<file path="config.mk">
export PLATFORM = sky130hd
export DESIGN_NAME = renkon_ctrl_wb_flat
export DESIGN_NICKNAME = d
export VERILOG_FILES = /design/src/rtl/renkon_pkg.sv /design/src/rtl/renkon_ctrl_bus.sv /design/src/rtl/renkon_wb_queue.sv /design/src/rtl/renkon_ctrl_wb.sv /design/src/flat_wrapper.sv
export SDC_FILE = /design/constraint.sdc
export NUM_CORES = 1
export LEC_CHECK = 0
export ABC_AREA = 1
export CAP_MARGIN = 20
export CORE_MARGIN = 8
export CORE_UTILIZATION = 65
export CTS_CLUSTER_DIAMETER = 30
export DETAILED_ROUTE_END_ITERATION = 12
export HOLD_SLACK_MARGIN = 0.06
export PLACE_DENSITY = 0.85
export SYNTH_ARGS = -nofsm -noshare
export SYNTH_HDL_FRONTEND = slang
export SYNTH_SLANG_ARGS = --single-unit
</file>
<file path="constraint.sdc">
create_clock -name clk -period 6.1 [get_ports clk]
set_input_delay 1.22 -clock clk [delete_from_list [all_inputs] [get_ports clk]]
set_output_delay 1.22 -clock clk [all_outputs]
set_load 0.02 [all_outputs]
</file>
<file path="src/rtl/renkon_pkg.sv">
`default_nettype none
// ============================================================================
//  Module      : renkon_pkg
//  Description : Shared widths, core-count default and controller state enum.
//  Revision    : 1.0
// ============================================================================
package renkon_pkg;

    localparam int LWIDTH     = 8;
    localparam int N_CORE_DEF = 8;

    typedef enum logic [1:0] {
        S_IDLE   = 2'd0,
        S_ACTIVE = 2'd1,
        S_DONE   = 2'd2
    } state_t;

endpackage
`default_nettype wire

</file>
<file path="src/rtl/renkon_ctrl_bus.sv">
`default_nettype none
// ============================================================================
//  Module      : ctrl_bus
//  Description : Start/valid/stop handshake from the pooling stage.
//  Revision    : 1.0
// ============================================================================
interface ctrl_bus;
    logic start;
    logic valid;
    logic stop;

    modport master (output start, output valid, output stop);
    modport slave  (input  start, input  valid, input  stop);
endinterface
`default_nettype wire

</file>
<file path="src/rtl/renkon_wb_queue.sv">
`default_nettype none
// ============================================================================
//  Module      : renkon_wb_queue
//  Description : Two-entry pixel/bank FIFO; head stays resident while it is
//                being serialized and is popped on its last lane.
//  Revision    : 1.0
// ============================================================================
module renkon_wb_queue #(
    parameter int PWIDTH = 12
) (
    input  logic              clk,
    input  logic              rst,
    input  logic              clr,
    input  logic              push,
    input  logic              pop,
    input  logic [PWIDTH-1:0] push_pix,
    input  logic              push_bank,
    output logic [PWIDTH-1:0] head_pix,
    output logic              head_bank,
    output logic              empty,
    output logic              full,
    output logic              push_during_pop
);

    logic [PWIDTH-1:0] r_pix0;
    logic [PWIDTH-1:0] r_pix1;
    logic              r_bank0;
    logic              r_bank1;
    logic [1:0]        r_count;
    logic              w_pop;
    logic              w_push;

    assign empty           = (r_count == 2'd0);
    assign full            = (r_count == 2'd2);
    assign w_pop           = pop & ~empty;
    // A pop in the same cycle frees the slot a full queue would otherwise refuse
    assign push_during_pop = full & w_pop;
    assign w_push          = push & (~full | w_pop);
    assign head_pix        = r_pix0;
    assign head_bank       = r_bank0;

    always_ff @(posedge clk or posedge rst) begin
        if (rst) begin
            r_pix0  <= '0;
            r_pix1  <= '0;
            r_bank0 <= 1'b0;
            r_bank1 <= 1'b0;
            r_count <= 2'd0;
        end else if (clr) begin
            r_count <= 2'd0;
        end else begin
            if (w_pop) begin
                r_pix0  <= r_pix1;
                r_bank0 <= r_bank1;
            end
            if (w_push) begin
                if (r_count == 2'd0 || (r_count == 2'd1 && w_pop)) begin
                    r_pix0  <= push_pix;
                    r_bank0 <= push_bank;
                end else begin
                    r_pix1  <= push_pix;
                    r_bank1 <= push_bank;
                end
            end
            r_count <= r_count + {1'b0, w_push} - {1'b0, w_pop};
        end
    end

endmodule
`default_nettype wire

</file>
<file path="src/rtl/renkon_ctrl_wb.sv">
`default_nettype none
// ============================================================================
//  Module      : renkon_ctrl_wb
//  Description : Write-back controller: queues pooled pixels and serializes
//                each one as N_CORE plane-strided memory writes.
//  Revision    : 1.0
// ============================================================================
module renkon_ctrl_wb
    import renkon_pkg::*;
#(
    parameter  int N_CORE = N_CORE_DEF,
    parameter  int AWIDTH = 12,
    localparam int SEL_W  = (N_CORE > 1) ? $clog2(N_CORE) : 1
) (
    input  logic              clk,
    input  logic              xrst,
    ctrl_bus.slave            in_ctrl,
    input  logic [LWIDTH-1:0] out_size,
    input  logic [AWIDTH-1:0] out_base,
    output logic              wb_wbank,
    output logic              wb_rbank,
    output logic [SEL_W-1:0]  wb_sel,
    output logic              mem_we,
    output logic [AWIDTH-1:0] mem_addr,
    output logic              wb_ack,
    output logic              wb_ovf
);

    localparam int SQ_W = (2 * LWIDTH > AWIDTH) ? 2 * LWIDTH : AWIDTH;

    state_t            r_state;
    state_t            w_next;
    logic [AWIDTH-1:0] r_plane;
    logic [AWIDTH-1:0] r_base;
    logic [AWIDTH-1:0] r_pix;
    logic [AWIDTH-1:0] r_off;
    logic [SEL_W-1:0]  r_lane;
    logic              r_stop_seen;
    logic              r_ovf;
    logic              r_wbank;

    logic [SQ_W-1:0]   w_sq;
    logic              w_start;
    logic              w_active;
    logic              w_busy;
    logic              w_last;
    logic              w_push;
    logic              w_drop;
    logic [AWIDTH-1:0] w_head_pix;
    logic              w_head_bank;
    logic              w_empty;
    logic              w_full;
    logic              w_pdp;

    assign w_sq     = SQ_W'(out_size) * SQ_W'(out_size);
    assign w_start  = (r_state == S_IDLE) & in_ctrl.start;
    assign w_active = (r_state == S_ACTIVE);
    assign w_busy   = w_active & ~w_empty;
    assign w_last   = w_busy & (r_lane == SEL_W'(N_CORE - 1));
    assign w_push   = w_active & in_ctrl.valid & (~w_full | w_pdp);
    assign w_drop   = w_active & in_ctrl.valid & w_full & ~w_pdp;

    renkon_wb_queue #(
        .PWIDTH (AWIDTH)
    ) u_queue (
        .clk             (clk),
        .rst             (xrst),
        .clr             (w_start),
        .push            (w_push),
        .pop             (w_last),
        .push_pix        (r_pix),
        .push_bank       (r_wbank),
        .head_pix        (w_head_pix),
        .head_bank       (w_head_bank),
        .empty           (w_empty),
        .full            (w_full),
        .push_during_pop (w_pdp)
    );

    always_ff @(posedge clk or posedge xrst) begin
        if (xrst) begin
            r_state <= S_IDLE;
        end else begin
            r_state <= w_next;
        end
    end

    always_comb begin
        w_next = r_state;
        case (r_state)
            S_IDLE:   if (in_ctrl.start) w_next = S_ACTIVE;
            S_ACTIVE: if (r_stop_seen && w_empty) w_next = S_DONE;
            S_DONE:   w_next = S_IDLE;
            default:  w_next = S_IDLE;
        endcase
    end

    always_comb begin
        mem_we   = w_busy;
        wb_sel   = w_busy ? r_lane : '0;
        wb_rbank = w_busy & w_head_bank;
        mem_addr = w_busy ? (r_base + w_head_pix + r_off) : '0;
        wb_ack   = (r_state == S_DONE);
        wb_ovf   = r_ovf;
        wb_wbank = r_wbank;
    end

    // r_off accumulates lane*plane so each lane costs one add, not a multiply
    always_ff @(posedge clk or posedge xrst) begin
        if (xrst) begin
            r_plane     <= '0;
            r_base      <= '0;
            r_pix       <= '0;
            r_off       <= '0;
            r_lane      <= '0;
            r_stop_seen <= 1'b0;
            r_ovf       <= 1'b0;
            r_wbank     <= 1'b0;
        end else if (w_start) begin
            r_plane     <= w_sq[AWIDTH-1:0];
            r_base      <= out_base;
            r_pix       <= '0;
            r_off       <= '0;
            r_lane      <= '0;
            r_stop_seen <= 1'b0;
            r_ovf       <= 1'b0;
        end else if (w_active) begin
            if (w_push) begin
                r_pix   <= r_pix + AWIDTH'(1);
                r_wbank <= ~r_wbank;
            end
            if (w_drop) begin
                r_ovf <= 1'b1;
            end
            if (in_ctrl.stop) begin
                r_stop_seen <= 1'b1;
            end
            if (w_busy) begin
                if (w_last) begin
                    r_lane <= '0;
                    r_off  <= '0;
                end else begin
                    r_lane <= r_lane + SEL_W'(1);
                    r_off  <= r_off + r_plane;
                end
            end
        end
    end

endmodule
`default_nettype wire

</file>
<file path="src/flat_wrapper.sv">
// flat-port wrapper written by rule: the top's interface ports become plain ports
module renkon_ctrl_wb_flat import renkon_pkg::*;
#(
    parameter  int N_CORE = N_CORE_DEF,
    parameter  int AWIDTH = 12,
    localparam int SEL_W  = (N_CORE > 1) ? $clog2(N_CORE) : 1
)
  (clk, xrst, out_size, out_base, wb_wbank, wb_rbank, wb_sel, mem_we, mem_addr, wb_ack, wb_ovf, in_ctrl_start, in_ctrl_valid, in_ctrl_stop);
  ctrl_bus in_ctrl_i ();
  input  logic clk;
  input  logic xrst;
  input  logic [LWIDTH-1:0] out_size;
  input  logic [AWIDTH-1:0] out_base;
  output logic wb_wbank;
  output logic wb_rbank;
  output logic [SEL_W-1:0] wb_sel;
  output logic mem_we;
  output logic [AWIDTH-1:0] mem_addr;
  output logic wb_ack;
  output logic wb_ovf;
  input wire logic [$bits(in_ctrl_i.start)-1:0] in_ctrl_start;
  input wire logic [$bits(in_ctrl_i.valid)-1:0] in_ctrl_valid;
  input wire logic [$bits(in_ctrl_i.stop)-1:0] in_ctrl_stop;
  assign in_ctrl_i.start = in_ctrl_start;
  assign in_ctrl_i.valid = in_ctrl_valid;
  assign in_ctrl_i.stop = in_ctrl_stop;
  renkon_ctrl_wb #(.N_CORE(N_CORE), .AWIDTH(AWIDTH)) u_core (.clk(clk), .xrst(xrst), .in_ctrl(in_ctrl_i), .out_size(out_size), .out_base(out_base), .wb_wbank(wb_wbank), .wb_rbank(wb_rbank), .wb_sel(wb_sel), .mem_we(mem_we), .mem_addr(mem_addr), .wb_ack(wb_ack), .wb_ovf(wb_ovf));
endmodule
</file>
==> results.toml <==
[place]
dpl_cell_area_mm2 = 0.00714
portBuffers = 44
place_inst = 1054
hpwl_um = 10900
gp_congestion = 0.937
post-place-ws_ps = 772

[finish]
instances_no_fill = 1069
fin_nets = 1035
syn2layout_area_growth_pct = 10.3
stdcell_area_mm2 = 0.00730
mostFrequentLayoutCells = "nand2_1 (264), inv_1 (151), dfrtp_1 (83)"
mostFrequentLayoutCell = "nand2_1"
nFillCells = 860
drive_gt1_frac = 0.0600
diodes = 0

[worst_setup_path]
slowest_stage = "clkdlybuf4s50_1"
cp-start-kind = "input pin"
worstPathArrival_ps = 5190
endpoint_kind = "flop"
critPathMaxStageDelay_ps = 680
crit_family = "adder cells"
path_buf_inv = 4
crit_fanout = 9
cp_cell_sequence = "clkdlybuf4s50_1 > nand2_1 > inv_1 > fa_1 > fa_1 > inv_1 > fa_1 > fa_1 > inv_1 > ha_1 > nand2_1 > or2_2 > nand3_1 > nand2_1 > nand3_1 > nand2_1"
worst_ep_required_time_ps = 6330
path_class = "input pin to flop"

[grt]
grt_max_degree = 55
grt.total_usage = 0.224
antenna_found_initial = 0
grt_pass1_wl_um = 24200
gr-total-overflow = 0
grt_pass1_vias = 5349

[sta]
hold_slack_ps = 495
worst-slew-pin-transition_ps = 981
period_needed_ps = 4960
timing.clock.skew_ps = 21.1
worst_slack_ps = 1140
rsz0062_at_grt = "no"
tns_ps = 0
slew_violations = 0
period_share = 0.813
fmax_ghz = 0.202
setup_violations = 0
hold_viol_final = 0
slew_headroom = 0.344

[logic_synthesis]
synth_edf_count = 0
synth_area_mm2 = 0.00662
syn_nets = 999
yosys.area_share.simple = 0.269
ys_ff_latch = 83
synth-adder-area-share = 0.194
synth-seq-area-share = 0.314
syn_avg_cell_area_um2 = 7.41
synth_top_family_by_area = "simple AND/OR/NAND/NOR gates"
synth_top_flop_cell = "dfrtp_1"
synth_xor_area_frac = 0.0265
syn-instance-count = 893
ys_types = 35
synth.mux.area_fraction = 0
synthArstFlopShare = 1.00
synth_compound_area_frac = 0.0882
yosys_warnings = 0

[floorplanning]
start_util = 0.656
core_area_mm2 = 0.0101
die_w_um = 117
rows = 37
die_h_um = 117
dieArea_mm2 = 0.0137
io-pin-count = 45

[routing]
drt.antenna.violating_nets = 0
wl_per_cell_um = 13.2
drc = 0
via_count = 5578
wl_um = 14100
first_iter_violations = 332
viasPerCell = 5.22
first_pass_iters = 5

[clock_tree]
clock_latency_ps = 360
cts_buffer_depth = 2
h-tree-depth = 3
path_clk_slew_ps = 70
cts_made_buffers = 9
cts_setup_buffers = 0
cts-root-buf = "clkbuf_8"
cts_resized = 0
tritoncts = "done"
cts_hold_buf = 0
clock-sinks = 83

[run_status]
status = "finished clean"

[pwr]
peakVddDrop_mv = 0.285
internal-power_mw = 1.83
seqPwrFrac = 0.260
swShare = 0.501
cellPowerDensity_mw_per_mm2 = 501
p_sw_mw = 1.83
pwr-share-comb = 0.645
clock_power_share = 0.095
p_leak_nw = 3.88

[run]
maxCapViolCount = 0

[worst_hold_path]
hold_path.class = "flop to flop"
path summary, 6_finish.rpt:
path | to | slack, ps | cells after the start | start
setup / recovery | u_core.r_plane[9] | 1140 | 16 | out_size[5]
hold / removal | u_core.r_plane[9] | 490 | 2 | u_core.r_plane[9]
setup reg to reg | u_core.r_lane[1] | 3310 | 7 | u_core.r_state[1]
hold reg to reg | u_core.r_plane[9] | 490 | 2 | u_core.r_plane[9]
max in group asynchronous | u_core.u_queue.r_pix1[7] | 3830 | 3 | xrst
min in group asynchronous | u_core.r_base[0] | 1190 | 2 | xrst
worst min-delay path, stage by stage, from the launching register on:
cell,delay [ps]
dfrtp_1,350
nand2_1,60
nand2_1,50
flip-flops by register name, summed over array words and instances (netlist names):
name	count
u_core.u_queue.head_pix	12
u_core.u_queue.r_pix1	12
u_core.r_off	12
u_core.r_pix	12
u_core.wb_ovf	1
u_core.u_queue.r_count	2
u_core.r_state	2
u_core.r_plane	11
u_core.r_base	12
u_core.u_queue.r_bank1	1
u_core.u_queue.head_bank	1
u_core.r_stop_seen	1
u_core.wb_wbank	1
u_core.r_lane	3
power groups by stage:
stage | Combinational (mW) | Clock (mW) | Sequential, mW
5_1_grt | 2.69 | 0.378 | 0.977
2_1_floorplan | 1.83 | 0 | 0.906
3_5_place_dp | 2.34 | 0 | 0.957
3_3_place_gp | 2.28 | 0 | 0.954
4_1_cts | 2.36 | 0.355 | 0.950
6_report | 2.36 | 0.349 | 0.952
through the flow:
step,util,power (mW)
5_1_grt,0.724,4.05
2_1_floorplan,-,2.73
6_report,0.724,3.66
4_1_cts,0.724,3.66
3_5_place_dp,0.707,3.30
3_3_place_gp,0.707,3.23
logic make-up after synthesis:
kind of cell / Yosys count
simple gates: 421
buf+inv: 184
compound gates: 104
flops: 83
fa+ha+maj: 81
xor+xnor: 20
synthesized netlist by cell type, types with 2 or more instances:
library cell	count	share of area
nor2_1	70	0.040
clkbuf_1	11	0.0062
o21ai_0	37	0.028
a22o_1	3	0.0040
xnor2_1	12	0.016
o21ai_2	7	0.0093
buf_2	5	0.0038
buf_6	3	0.0051
dfrtp_1	83	0.31
fa_1	36	0.11
nor3_1	3	0.0023
xor2_1	8	0.011
nand2_4	3	0.0051
inv_1	152	0.086
nand4_1	18	0.017
nand3_1	45	0.034
a31oi_1	2	0.0019
a21oi_1	21	0.016
nand2_2	12	0.011
nor2_4	2	0.0034
nand2_1	264	0.15
ha_1	45	0.085
inv_2	11	0.0062
o21ai_1	29	0.022
area by class of cell:
cell class,count,area (um^2),area share
multi-input combinational,626,3820,0.523
sequential,83,2080,0.284
inverter,163,613,0.0839
timing repair buffer,46,455,0.0624
tap,136,170,0.0233
clock buffer,10,128,0.0175
clock inverter,5,38.8,0.00531
layer usage:
layer	GRT usage	wire (um)	vias up
met3	0.0344	801	23
met1	0.295	6490	2570
met5	0	0	-
met4	0.0836	329	0
li1	-	-	2842
met2	0.368	6480	143
Power figures use the tool's default switching activity.
